### src/rtl/sram_rw_port_driver_pkg.sv
// rtl/sram_rw_port_driver_pkg.sv - shared widths, read latency and request record for the SRAM port driver
package sram_drv_pkg;

  localparam int ADDR_W      = 11;
  localparam int DATA_W      = 16;
  localparam int MASK_W      = 8;
  localparam int SRAM_RD_LAT = 1;

  typedef struct packed {
    logic              wmode;
    logic [ADDR_W-1:0] addr;
    logic [MASK_W-1:0] wmask;
    logic [DATA_W-1:0] wdata;
  } sram_req_t;

endpackage

### src/rtl/sram_rw_port_driver_if.sv
// rtl/sram_rw_port_driver_if.sv - request/response channels plus the RW0 macro pins
interface sram_rw_port_driver_if #(
  parameter int ADDR_W = sram_drv_pkg::ADDR_W,
  parameter int DATA_W = sram_drv_pkg::DATA_W,
  parameter int MASK_W = sram_drv_pkg::MASK_W
);

  logic              req_valid;
  logic              req_ready;
  logic              req_wmode;
  logic [ADDR_W-1:0] req_addr;
  logic [MASK_W-1:0] req_wmask;
  logic [DATA_W-1:0] req_wdata;

  logic              resp_valid;
  logic              resp_ready;
  logic [DATA_W-1:0] resp_rdata;

  logic              RW0_clk;
  logic [ADDR_W-1:0] RW0_addr;
  logic              RW0_en;
  logic              RW0_wmode;
  logic [MASK_W-1:0] RW0_wmask;
  logic [DATA_W-1:0] RW0_wdata;
  logic [DATA_W-1:0] RW0_rdata;

  // master: requester plus the SRAM macro; slave: the port driver
  modport master (
    output req_valid, req_wmode, req_addr, req_wmask, req_wdata, resp_ready, RW0_rdata,
    input  req_ready, resp_valid, resp_rdata,
    input  RW0_clk, RW0_addr, RW0_en, RW0_wmode, RW0_wmask, RW0_wdata
  );

  modport slave (
    input  req_valid, req_wmode, req_addr, req_wmask, req_wdata, resp_ready, RW0_rdata,
    output req_ready, resp_valid, resp_rdata,
    output RW0_clk, RW0_addr, RW0_en, RW0_wmode, RW0_wmask, RW0_wdata
  );

endinterface

### src/rtl/sram_rw_port_driver_resp_fifo.sv
// rtl/sram_rw_port_driver_resp_fifo.sv - in-order read-data buffer, any depth
module sram_resp_fifo #(
  parameter int DATA_W = 16,
  parameter int DEPTH  = 2
) (
  input  logic                       clock,
  input  logic                       reset,
  input  logic                       push,
  input  logic [DATA_W-1:0]          push_data,
  input  logic                       pop,
  output logic [DATA_W-1:0]          head,
  output logic [$clog2(DEPTH+1)-1:0] count,
  output logic                       full,
  output logic                       empty
);

  localparam int PTR_W = (DEPTH > 1) ? $clog2(DEPTH) : 1;
  localparam int CNT_W = $clog2(DEPTH + 1);

  logic [DATA_W-1:0] mem [DEPTH];
  logic [PTR_W-1:0]  wr_ptr;
  logic [PTR_W-1:0]  rd_ptr;
  logic [CNT_W-1:0]  cnt;
  logic              do_push;
  logic              do_pop;

  // explicit wrap keeps non-power-of-2 depths correct
  function automatic logic [PTR_W-1:0] bump(input logic [PTR_W-1:0] p);
    return (p == PTR_W'(DEPTH - 1)) ? '0 : p + PTR_W'(1);
  endfunction

  assign empty   = (cnt == '0);
  assign full    = (cnt == CNT_W'(DEPTH));
  assign do_pop  = pop && !empty;
  assign do_push = push && (!full || do_pop);
  assign head    = empty ? '0 : mem[rd_ptr];
  assign count   = cnt;

  always_ff @(posedge clock or posedge reset) begin
    if (reset) begin
      wr_ptr <= '0;
      rd_ptr <= '0;
      cnt    <= '0;
    end else begin
      if (do_push) wr_ptr <= bump(wr_ptr);
      if (do_pop)  rd_ptr <= bump(rd_ptr);
      case ({do_push, do_pop})
        2'b10:   cnt <= cnt + CNT_W'(1);
        2'b01:   cnt <= cnt - CNT_W'(1);
        default: cnt <= cnt;
      endcase
    end
  end

  always_ff @(posedge clock) begin
    if (do_push) mem[wr_ptr] <= push_data;
  end

endmodule

### src/rtl/sram_rw_port_driver.sv
// rtl/sram_rw_port_driver.sv - registered RW0 issue stage, read-capture pipeline and credit-limited response buffer
module sram_rw_port_driver
  import sram_drv_pkg::*;
#(
  parameter int ADDR_W     = sram_drv_pkg::ADDR_W,
  parameter int DATA_W     = sram_drv_pkg::DATA_W,
  parameter int MASK_W     = sram_drv_pkg::MASK_W,
  parameter int RESP_DEPTH = 2
) (
  input  logic                 clock,
  input  logic                 reset,
  sram_rw_port_driver_if.slave bus,
  output logic                 busy
);

  localparam int CNT_W = $clog2(RESP_DEPTH + 1);

  sram_req_t              iss;
  logic                   iss_en;
  logic [SRAM_RD_LAT-1:0] rd_pipe;
  logic                   rd_pend;
  logic [CNT_W-1:0]       used;
  logic [CNT_W-1:0]       used_next;
  logic                   req_fire;
  logic                   rd_fire;
  logic                   resp_fire;
  logic [CNT_W-1:0]       fifo_count;
  logic                   fifo_full;
  logic                   fifo_empty;

  assign req_fire  = bus.req_valid && bus.req_ready;
  assign rd_fire   = req_fire && !bus.req_wmode;
  assign resp_fire = bus.resp_valid && bus.resp_ready;

  // every accepted read owns a buffer slot until popped, so data can never be dropped
  assign bus.req_ready = (used < CNT_W'(RESP_DEPTH));
  assign busy          = (used != '0);

  always_comb begin
    used_next = used;
    case ({rd_fire, resp_fire})
      2'b10:   used_next = used + CNT_W'(1);
      2'b01:   used_next = used - CNT_W'(1);
      default: used_next = used;
    endcase
  end

  always_ff @(posedge clock or posedge reset) begin
    if (reset) begin
      iss     <= '0;
      iss_en  <= 1'b0;
      rd_pipe <= '0;
      used    <= '0;
    end else begin
      iss_en <= req_fire;
      if (req_fire) begin
        iss <= '{wmode: bus.req_wmode, addr: bus.req_addr,
                 wmask: bus.req_wmask, wdata: bus.req_wdata};
      end
      rd_pipe <= (rd_pipe << 1) | SRAM_RD_LAT'(iss_en && !iss.wmode);
      used    <= used_next;
    end
  end

  assign rd_pend = rd_pipe[SRAM_RD_LAT-1];

  assign bus.RW0_clk   = clock;
  assign bus.RW0_en    = iss_en;
  assign bus.RW0_wmode = iss.wmode;
  assign bus.RW0_addr  = ADDR_W'(iss.addr);
  assign bus.RW0_wmask = MASK_W'(iss.wmask);
  assign bus.RW0_wdata = DATA_W'(iss.wdata);

  sram_resp_fifo #(
    .DATA_W (DATA_W),
    .DEPTH  (RESP_DEPTH)
  ) u_fifo (
    .clock     (clock),
    .reset     (reset),
    .push      (rd_pend),
    .push_data (bus.RW0_rdata),
    .pop       (resp_fire),
    .head      (bus.resp_rdata),
    .count     (fifo_count),
    .full      (fifo_full),
    .empty     (fifo_empty)
  );

  assign bus.resp_valid = !fifo_empty;

  a_no_overflow: assert property (@(posedge clock) disable iff (reset)
    !(rd_pend && fifo_full && !resp_fire));

  a_credit_bound: assert property (@(posedge clock) disable iff (reset)
    fifo_count <= used);

endmodule

### src/flat_wrapper.sv
// flat-port wrapper written by rule: the top's interface ports become plain ports
module sram_rw_port_driver_flat import sram_drv_pkg::*;
#(
  parameter int ADDR_W     = sram_drv_pkg::ADDR_W,
  parameter int DATA_W     = sram_drv_pkg::DATA_W,
  parameter int MASK_W     = sram_drv_pkg::MASK_W,
  parameter int RESP_DEPTH = 2
)
  (clock, reset, busy, bus_req_valid, bus_req_wmode, bus_req_addr, bus_req_wmask, bus_req_wdata, bus_resp_ready, bus_RW0_rdata, bus_req_ready, bus_resp_valid, bus_resp_rdata, bus_RW0_clk, bus_RW0_addr, bus_RW0_en, bus_RW0_wmode, bus_RW0_wmask, bus_RW0_wdata);
  sram_rw_port_driver_if #(.ADDR_W(ADDR_W), .DATA_W(DATA_W), .MASK_W(MASK_W)) bus_i ();
  input  logic clock;
  input  logic reset;
  output logic busy;
  input wire logic [$bits(bus_i.req_valid)-1:0] bus_req_valid;
  input wire logic [$bits(bus_i.req_wmode)-1:0] bus_req_wmode;
  input wire logic [$bits(bus_i.req_addr)-1:0] bus_req_addr;
  input wire logic [$bits(bus_i.req_wmask)-1:0] bus_req_wmask;
  input wire logic [$bits(bus_i.req_wdata)-1:0] bus_req_wdata;
  input wire logic [$bits(bus_i.resp_ready)-1:0] bus_resp_ready;
  input wire logic [$bits(bus_i.RW0_rdata)-1:0] bus_RW0_rdata;
  output wire logic [$bits(bus_i.req_ready)-1:0] bus_req_ready;
  output wire logic [$bits(bus_i.resp_valid)-1:0] bus_resp_valid;
  output wire logic [$bits(bus_i.resp_rdata)-1:0] bus_resp_rdata;
  output wire logic [$bits(bus_i.RW0_clk)-1:0] bus_RW0_clk;
  output wire logic [$bits(bus_i.RW0_addr)-1:0] bus_RW0_addr;
  output wire logic [$bits(bus_i.RW0_en)-1:0] bus_RW0_en;
  output wire logic [$bits(bus_i.RW0_wmode)-1:0] bus_RW0_wmode;
  output wire logic [$bits(bus_i.RW0_wmask)-1:0] bus_RW0_wmask;
  output wire logic [$bits(bus_i.RW0_wdata)-1:0] bus_RW0_wdata;
  assign bus_i.req_valid = bus_req_valid;
  assign bus_i.req_wmode = bus_req_wmode;
  assign bus_i.req_addr = bus_req_addr;
  assign bus_i.req_wmask = bus_req_wmask;
  assign bus_i.req_wdata = bus_req_wdata;
  assign bus_i.resp_ready = bus_resp_ready;
  assign bus_i.RW0_rdata = bus_RW0_rdata;
  assign bus_req_ready = bus_i.req_ready;
  assign bus_resp_valid = bus_i.resp_valid;
  assign bus_resp_rdata = bus_i.resp_rdata;
  assign bus_RW0_clk = bus_i.RW0_clk;
  assign bus_RW0_addr = bus_i.RW0_addr;
  assign bus_RW0_en = bus_i.RW0_en;
  assign bus_RW0_wmode = bus_i.RW0_wmode;
  assign bus_RW0_wmask = bus_i.RW0_wmask;
  assign bus_RW0_wdata = bus_i.RW0_wdata;
  sram_rw_port_driver #(.ADDR_W(ADDR_W), .DATA_W(DATA_W), .MASK_W(MASK_W), .RESP_DEPTH(RESP_DEPTH)) u_core (.clock(clock), .reset(reset), .bus(bus_i), .busy(busy));
endmodule
### config.mk
export PLATFORM = sky130hd
export DESIGN_NAME = sram_rw_port_driver_flat
export DESIGN_NICKNAME = d
export VERILOG_FILES = /design/src/rtl/sram_rw_port_driver_pkg.sv /design/src/rtl/sram_rw_port_driver_if.sv /design/src/rtl/sram_rw_port_driver_resp_fifo.sv /design/src/rtl/sram_rw_port_driver.sv /design/src/flat_wrapper.sv
export SDC_FILE = /design/constraint.sdc
export NUM_CORES = 1
export LEC_CHECK = 0
export ABC_AREA = 1
export BUFFER_PORTS_ARGS = -buffer_cell sky130_fd_sc_hd__buf_2
export CAP_MARGIN = 20
export CORE_MARGIN = 3
export CORE_UTILIZATION = 50
export DETAILED_ROUTE_END_ITERATION = 8
export PLACE_DENSITY_LB_ADDON = 0.3
export SETUP_SLACK_MARGIN = 0.02
export SYNTH_ARGS = -nofsm -noshare
export SYNTH_HDL_FRONTEND = slang
export SYNTH_HIERARCHICAL = 1
export SYNTH_SLANG_ARGS = --single-unit
### constraint.sdc
create_clock -name clock -period 5.18 [get_ports clock]
set_input_delay 0.259 -clock clock [delete_from_list [all_inputs] [get_ports clock]]
set_output_delay 0.259 -clock clock [all_outputs]
set_load 0.03 [all_outputs]
# [Word level (Yosys, flattened, before mapping)]
# Memory sizes are Yosys's and may differ from the RTL's.
# Cells that the tools add are included.
[classes] addsub=6 n_lt_le_gt_ge=1 n_eq_ne=5 mux=7 n_reduce_logical=15
[op_table] operator="2-to-1 mux 16 bit" n=1
[op_table] operator="case mux 2 bit (2 select lines)" n=2
[op_table] operator="equality test 2 bit, second input constant" n=3
[op_table] operator="logical AND 1 bit" n=6
[op_table] operator="nonzero test 2 bit" n=3
[op_table] operator="adder 2 x 1 -> 2 bit, second input constant" n=2
[op_table] operator="equality test 2 x 1 -> 1 bit, second input constant" n=2
[op_table] operator="logical NOT 1 bit" n=4
[op_table] operator="2-to-1 mux 1 bit" n=4
[op_table] operator="subtractor 2 x 1 -> 2 bit, second input constant" n=2
[op_table] operator="adder 1 bit, second input constant" n=2
[op_table] operator="logical NOT 2 bit" n=1
[op_table] operator="< comparator 2 bit, second input constant" n=1
[op_table] operator="logical OR 1 bit" n=1
[totals] register_bits=44 ramBits=32 output_inout_bits=57 wordCells=45 mem_count=1
[memory_table] name="u_core.u_fifo.mem" words=2 width=16 rd=1 rd_clocked_by_memory_dff=0 write_ports=1 line="sram_rw_port_driver_resp_fifo.sv:20" source="logic [DATA_W-1:0] mem [DEPTH];"

# [Longest topological paths before layout]
# Gate-level depths: netlist of the first run.
[depth] ltp_word=8 depth_mapped=11

# [Hierarchy]
# Netlist of the first run, hierarchy kept.
[by_module_without_submodules] mod="sram_rw_port_driver" instances=1 cells_per_inst=178 area_per_inst_um2=1630.3 seq_area_each_um2=1001.0
[by_module_without_submodules] mod="sram_resp_fifo" instances=1 cells_per_inst=117 area_per_inst_um2=1500.2 seq_area_each_um2=1061.0

==> out/summary.txt, run 1 <==
status: complete, no violations
HP Start: bus_req_wdata[4]
Iteration-0 DRC Markers: 82
RSZ-0062 raised after global routing: false
n_diodes: 0
final hold vios: 0
Ys Warns: 6
max-cap viol count: 0
Core ar.: 5990 um^2
effective utilization at floorplan: 52.2%
proportion of layout cells with a drive suffix above 1: 37.5%
most frequent cells in the layout: 141 x nand2_1, 112 x buf_2, 44 x dfrtp_1
DRC viols: 0
CTS tree: done
Leak Pwr: 2.10 nW
Power, Total: 0.00270 W
syn nets: 351
synthesized area: 3130 um^2
worst slew pin tran: 0.683 ns
routability congestion estimate: 0.734
Worst Setup End Kind: output port
Reg clk slew, reported paths: 0.08 ns
Peak supply drop: 0.424 mV
Worst Path Arrival: 2.99 ns
row count: 28
Syn Inst Count: 294
Die ar.: 7240 um^2
drt first pass iters: 4
antenna violations before repair: 0
# nets final: 488
GRT Overall Usage: 19.4%
I/O Buffers: 112
wire per inst: 12.8 um
Routed WL: 6.53 mm
Die X: 85.1 um
I/O pins: 113
number of global-route vias before repair: 2321
Slew HR: 54.3%
max-slew violation count: 0
Pwr per Cell Area: 658 nW/um^2
ANT nets after route: 0
Layout Skew: 0.0110 ns
largest net degree at the start of global routing: 41
DPL Wire Length: 4.32 mm
GRT overflow: 0
Worst Hold Class: input port to flip-flop
most common cell after layout, fill and taps aside: nand2_1
DR vias: 2362
Critical R2R Launch: u_core/u_fifo/count[1]
area delta synth->final: 31.1%
worst path required time: 4.92 ns
Critical path origin: clock
# setup viols final: 0
worst skew pair latency: 0.43 ns
via/cell ratio: 4.63
Mapped Avg Cell Area: 10.6 um^2
CP max FO: 2
first-pass GRT wire length: 10.6 mm
kind of start point of the critical path: clock port
die height: 85.1 um
critical path class: clock port to output port
Fin Setup TNS: 0 ns
[worst max-delay path, cell delays in order]
cell	delay, ns
clkbuf_8	0.11
clkbuf_8	0.12
buf_2	0.16
[metrics by stage]
step	std cells	setup slack, ns	cell area (um^2)	hold slack, ns	utilization [%]
detailed placement	472	2.18	3680	0.170	61.4
global route	510	1.92	4100	0.000114	68.4
global placement	472	2.18	3680	0.169	61.4
CTS	506	1.93	4060	0.000268	67.8
finish	510	1.94	4100	0.0209	68.4
floorplan	294	2.19	3130	0.0251	-
[final timing paths]
check	to	slack [ns]	depth (start not counted)
worst max-delay path	bus_RW0_clk	1.94	3
worst min-delay path	u_core/bus.RW0_wdata[4]	0.02	3
worst max register to register	u_core/u_fifo/mem[1][5]	3.13	7
worst min register to register	u_core/bus.RW0_wmask[3]	0.48	2
max in group asynchronous	u_core/bus.RW0_wdata[0]	4.32	4
min in group asynchronous	u_core/u_fifo/rd_ptr	0.27	3
[routing by layer]
layer	vias to the layer above	track usage [%]	share of wire [%]
met1	1068	24.2	41
met5	-	0	0
li1	1196	-	-
met3	6	6.50	8.5
met2	92	29.7	49
met4	0	11.1	1.1
[area by class of cell]
type / instances / area [um^2]
clock inverter: 2 / 10.0
sequential: 76 / 2060
inverter: 18 / 75.1
timing repair buffer: 134 / 778
clock buffer: 17 / 215
fill: 478 / 1890
multi-input combinational: 188 / 865
tap: 75 / 93.8
[flip-flops by register name, summed over array words and instances (netlist names)]
signal / count
u_core/u_fifo/count: 2
u_core/bus.RW0_en: 1
u_core/bus.RW0_wmode: 1
u_core/rd_pend: 1
u_core/bus.RW0_wdata: 16
u_core/u_fifo/mem: 32
u_core/bus.RW0_addr: 11
u_core/u_fifo/wr_ptr: 1
u_core/u_fifo/rd_ptr: 1
u_core/bus.RW0_wmask: 8
u_core/used: 2
[report_power, final]
group          switching (W)  internal [W]
sequential          0.000135      0.000844
clock               0.000218      0.000264
combinational       0.000889      0.000348
[timing repair]
action                                 CTS  global route
endpoints found under the hold margin   64             8
gates resized for setup                  0             0
setup buffers                            0             0
hold buffers                            16             4
No activity file was read; power rests on OpenSTA's default activity.
==> inputs of run 2 (changes only) <==
--- a/config.mk
+++ b/config.mk
@@ -9,7 +9,7 @@
 export BUFFER_PORTS_ARGS = -buffer_cell sky130_fd_sc_hd__buf_2
 export CAP_MARGIN = 20
 export CORE_MARGIN = 3
-export CORE_UTILIZATION = 50
+export CORE_UTILIZATION = 49
 export DETAILED_ROUTE_END_ITERATION = 8
 export PLACE_DENSITY_LB_ADDON = 0.3
 export SETUP_SLACK_MARGIN = 0.02
==> constraint.sdc (replaced) <==
create_clock -name clock -period 3.1 [get_ports clock]
set_input_delay 0.155 -clock clock [delete_from_list [all_inputs] [get_ports clock]]
set_output_delay 0.155 -clock clock [all_outputs]
set_load 0.03 [all_outputs]
==> out/summary.txt, run 2 (synthesized netlist as in run 1, its figures left out) <==
status: complete, no violations
post-CTS setup buffers: 0
Core ar.: 6060 um^2
routability congestion estimate: 0.758
Worst Setup End Kind: output port
Leak Pwr: 2.25 nW
drt first pass iters: 4
Fin Setup TNS: 0 ns
Peak supply drop: 0.723 mV
area delta synth->final: 42.7%
Biggest register: u_core/u_fifo/mem
critical path class: clock port to output port
FF+latch area: 2060 um^2
most common cell after layout, fill and taps aside: nand2_1
number of global-route vias before repair: 2533
CP max FO: 2
Placed Instances: 472
worst r2r dst: u_core/u_fifo/mem[1][14]
Worst Hold Class: input port to async pin
Critical R2R Launch: u_core/u_fifo/count[1]
max FFs per register: 32
DRC viols: 0
multi-input logic area: 865 um^2
FF-to-FF setup slack: 1.07 ns
hold-fix buffers at CTS: 53
GRT overflow: 0
crit-path cells: clkbuf_8 > clkbuf_8 > buf_2
Die ar.: 7380 um^2
via/cell ratio: 4.71
antenna violations before repair: 0
DR vias: 2563
Power, Total: 0.00467 W
largest net degree at the start of global routing: 41
Routed WL: 7.22 mm
Largest delay share family, worst path: buffers and inverters
# nets final: 521
GRT Overall Usage: 21.0%
Reg clk slew, reported paths: 0.08 ns
cts repair resizes: 0
I/O Buffers: 112
Post-Layout Cell Count: 544
worst skew pair latency: 0.43 ns
CP most frequent cell: clkbuf_8
max-slew violation count: 0
final hold vios: 0
kind of start point of the critical path: clock port
design area: 4460 um^2
most frequent cells in the layout: 141 x nand2_1, 112 x buf_2, 53 x dlygate4sd3_1
Iteration-0 DRC Markers: 120
worst path required time: 2.94 ns
CP max stage delay: 0.17 ns
worst slew pin tran: 0.655 ns
first-pass GRT wire length: 11.7 mm
Pwr per Cell Area: 1050 nW/um^2
CTS tree: done
slowest CP cell: buf_2
Worst Path Buf+Inv: 3
Critical path origin: clock
wire per inst: 13.3 um
Fillers: 428
ANT nets after route: 0
n_diodes: 0
worst reg2reg path depth: 7
# setup viols final: 0
proportion of layout cells with a drive suffix above 1: 34.8%
dpl cell area: 3680 um^2
Hold WS: 0.156 ns
Worst Path Arrival: 1.94 ns
die height: 85.9 um
Slew HR: 56.2%
max-cap viol count: 0
RSZ-0062 raised after global routing: false
effective utilization at floorplan: 51.6%
Die X: 85.9 um
I/O pins: 113
DPL Wire Length: 4.19 mm
row count: 28
Layout Skew: 0.0107 ns
==> run 2: metrics by stage <==
| stage | utilization (%) | setup WS, ns |
|---|---|---|
| final | 73.6 | 1.00 |
| after global routing | 73.6 | 0.924 |
| after CTS | 73.6 | 0.995 |
| after detailed placement | 60.7 | 1.07 |
| after global placement | 60.7 | 1.20 |
| after floorplan | - | 0.771 |
==> run 2: final cells by class <==
class	instances	share of cell area, %
inverter	18	1.68
tap	75	2.10
clock inverter	3	0.953
timing repair buffer	167	24.8
sequential	76	46.2
clock buffer	17	4.85
multi-input combinational	188	19.4
==> run 2: per-layer routing <==
metal,GRT usage [%],up-vias,wire length (um)
met3,6.82,11,540
met2,34.6,116,3590
met4,10.2,0,137
li1,-,1266,-
met5,0,-,0
met1,24.8,1170,2950
==> run 2: worst max-delay path by stage <==
| stage | end | slack (ns) | cells past startpoint |
|---|---|---|---|
| finish | bus_RW0_clk | 1.00 | 3 |
| global route | u_core/u_fifo/mem[1][8] | 0.92 | 7 |
| CTS | bus_RW0_clk | 0.99 | 3 |
| detailed placement | u_core/u_fifo/mem[0][11] | 1.07 | 7 |
| global placement | u_core/u_fifo/mem[0][6] | 1.20 | 7 |
| floorplan | u_core/u_fifo/mem[1][0] | 0.77 | 7 |
==> run 2: worst register-to-register path, cell delays in order (launching register included) <==
cell,delay [ns]
dfrtp_1,0.38
inv_1,0.09
nand2_4,0.10
inv_4,0.10
nor2_1,0.54
o21ai_4,0.13
nor2_1,0.12
buf_4,0.25
==> run 2: power breakdown <==
part,switching (W),total (W),internal (W)
Sequential,0.000231,0.00164,0.00141
Combinational,0.00151,0.00212,0.000607
Clock,0.000377,0.000910,0.000533
Total,0.00212,0.00467,0.00255
==> inputs of run 3 (changes only) <==
--- a/config.mk
+++ b/config.mk
@@ -9,7 +9,7 @@
 export BUFFER_PORTS_ARGS = -buffer_cell sky130_fd_sc_hd__buf_2
 export CAP_MARGIN = 20
 export CORE_MARGIN = 3
-export CORE_UTILIZATION = 49
+export CORE_UTILIZATION = 44
 export DETAILED_ROUTE_END_ITERATION = 8
 export PLACE_DENSITY_LB_ADDON = 0.3
 export SETUP_SLACK_MARGIN = 0.02
==> constraint.sdc (replaced) <==
create_clock -name clock -period 1.8 [get_ports clock]
set_input_delay 0.09 -clock clock [delete_from_list [all_inputs] [get_ports clock]]
set_output_delay 0.09 -clock clock [all_outputs]
set_load 0.03 [all_outputs]
==> out/summary.txt, run 3 (synthesized netlist as in run 1, its figures left out) <==
critical path class: flip-flop to output port
ANT nets after route: 0
row count: 30
die height: 90.3 um
RSZ-0062 raised after global routing: false
Peak supply drop: 0.967 mV
n_diodes: 0
kind of start point of the critical path: flip-flop
proportion of layout cells with a drive suffix above 1: 37.2%
max FFs per register: 32
Reg clk slew, reported paths: 0.07 ns
DPL Wire Length: 4.68 mm
DR vias: 2604
number of global-route vias before repair: 2677
Worst Hold Class: input port to async pin
worst slew pin tran: 0.487 ns
I/O Buffers: 112
worst path required time: 1.71 ns
multi-input logic area: 882 um^2
CP max FO: 17
wire per inst: 13.5 um
final hold vios: 0
# nets final: 531
Slew HR: 67.5%
Fillers: 506
final critical-path setup slack: 0.116 ns
Routed WL: 7.77 mm
max-cap viol count: 0
via/cell ratio: 4.53
area delta synth->final: 49.6%
Biggest register: u_core/u_fifo/mem
routability congestion estimate: 0.744
Die ar.: 8150 um^2
I/O pins: 113
Core ar.: 6830 um^2
# setup viols final: 0
final design utilization: 68.5%
first-pass GRT wire length: 12.9 mm
worst skew pair latency: 0.45 ns
CTS tree: done
drt first pass iters: 4
most frequent cells in the layout: 141 x nand2_1, 109 x buf_2, 53 x dlygate4sd3_1
Post-Layout Cell Count: 575
FF+latch area: 2070 um^2
Iteration-0 DRC Markers: 125
antenna violations before repair: 0
Die X: 90.3 um
Placed Instances: 497
post-place setup slack: 0.300 ns
largest net degree at the start of global routing: 39
DRC viols: 0
GRT Overall Usage: 20.3%
Pwr per Cell Area: 1850 nW/um^2
Tcrit/Tclk final: 93.6%
Power, Total: 0.00867 W
GRT overflow: 0
max-slew violation count: 0
post-route minimum period: 1.68 ns
Max Clk Rate: 0.594 GHz
Worst Setup End Kind: output port
Worst Path Arrival: 1.59 ns
most common cell after layout, fill and taps aside: nand2_1
effective utilization at floorplan: 45.8%
Leak Pwr: 2.32 nW
Layout Skew: 0.0120 ns
Fin Setup TNS: 0 ns
status: complete, no violations
[run 3: metrics by stage]
stage | hold WS, ns | instance area (um^2)
after floorplan | -0.144 | 3140
after global routing | 0.0566 | 4680
after detailed placement | -0.0314 | 3780
after global placement | -0.0363 | 3780
after CTS | 0.0501 | 4610
final | 0.0634 | 4680
[run 3: cell type report]
type,count,area share (%)
flip-flops and latches,76,44.2
repair buffers,177,26.1
multi-input cells,188,18.9
clock buffers,13,3.64
clock inverters,7,2.97
well taps,96,2.57
inverters,18,1.71
[run 3: path summary, 6_finish.rpt]
kind | start | cells past startpoint | slack, ns | to
setup / recovery | u_core/u_fifo/rd_ptr | 4 | 0.12 | bus_resp_rdata[9]
hold / removal | reset | 3 | 0.06 | u_core/bus.RW0_wdata[14]
setup reg to reg | u_core/u_fifo/count[0] | 7 | 0.29 | u_core/u_fifo/mem[0][10]
hold reg to reg | u_core/bus.RW0_wmode | 1 | 0.46 | u_core/rd_pend
max in group asynchronous | reset | 4 | 1.06 | u_core/bus.RW0_addr[2]
min in group clock | bus_req_valid | 6 | 0.15 | u_core/used[0]
[run 3: layer usage]
layer  wire (um)  vias to the layer above  GRT usage (%)  part of all wire [%]
met5           0                        -              0                     0
met4         144                        0           9.95                   1.9
met3         493                       16           6.25                   6.3
met2        3860                      109           33.1                    50
met1        3270                     1200           24.4                    42
li1            -                     1279              -                     -
[run 3: timing repair]
item,4_1_cts,5_1_grt
resized for setup,1,10
hold endpoints to repair,112,0
gates cloned,0,0
setup buffers,0,6
hold buffers,53,0
setup endpoints to repair,16,17
[run 3: worst max-delay path: stages (launching register included)]
cell and delay, ns:
dfrtp_4 0.57, inv_8 0.14, nand2_1 0.07, a21oi_2 0.14
buf_2 0.22
[run 3: where the power goes]
group	total (W)	internal [W]	switching, W
registers	0.00283	0.00244	0.000392
clock network	0.00192	0.00121	0.000703
logic	0.00393	0.00124	0.00269
total	0.00867	0.00489	0.00379
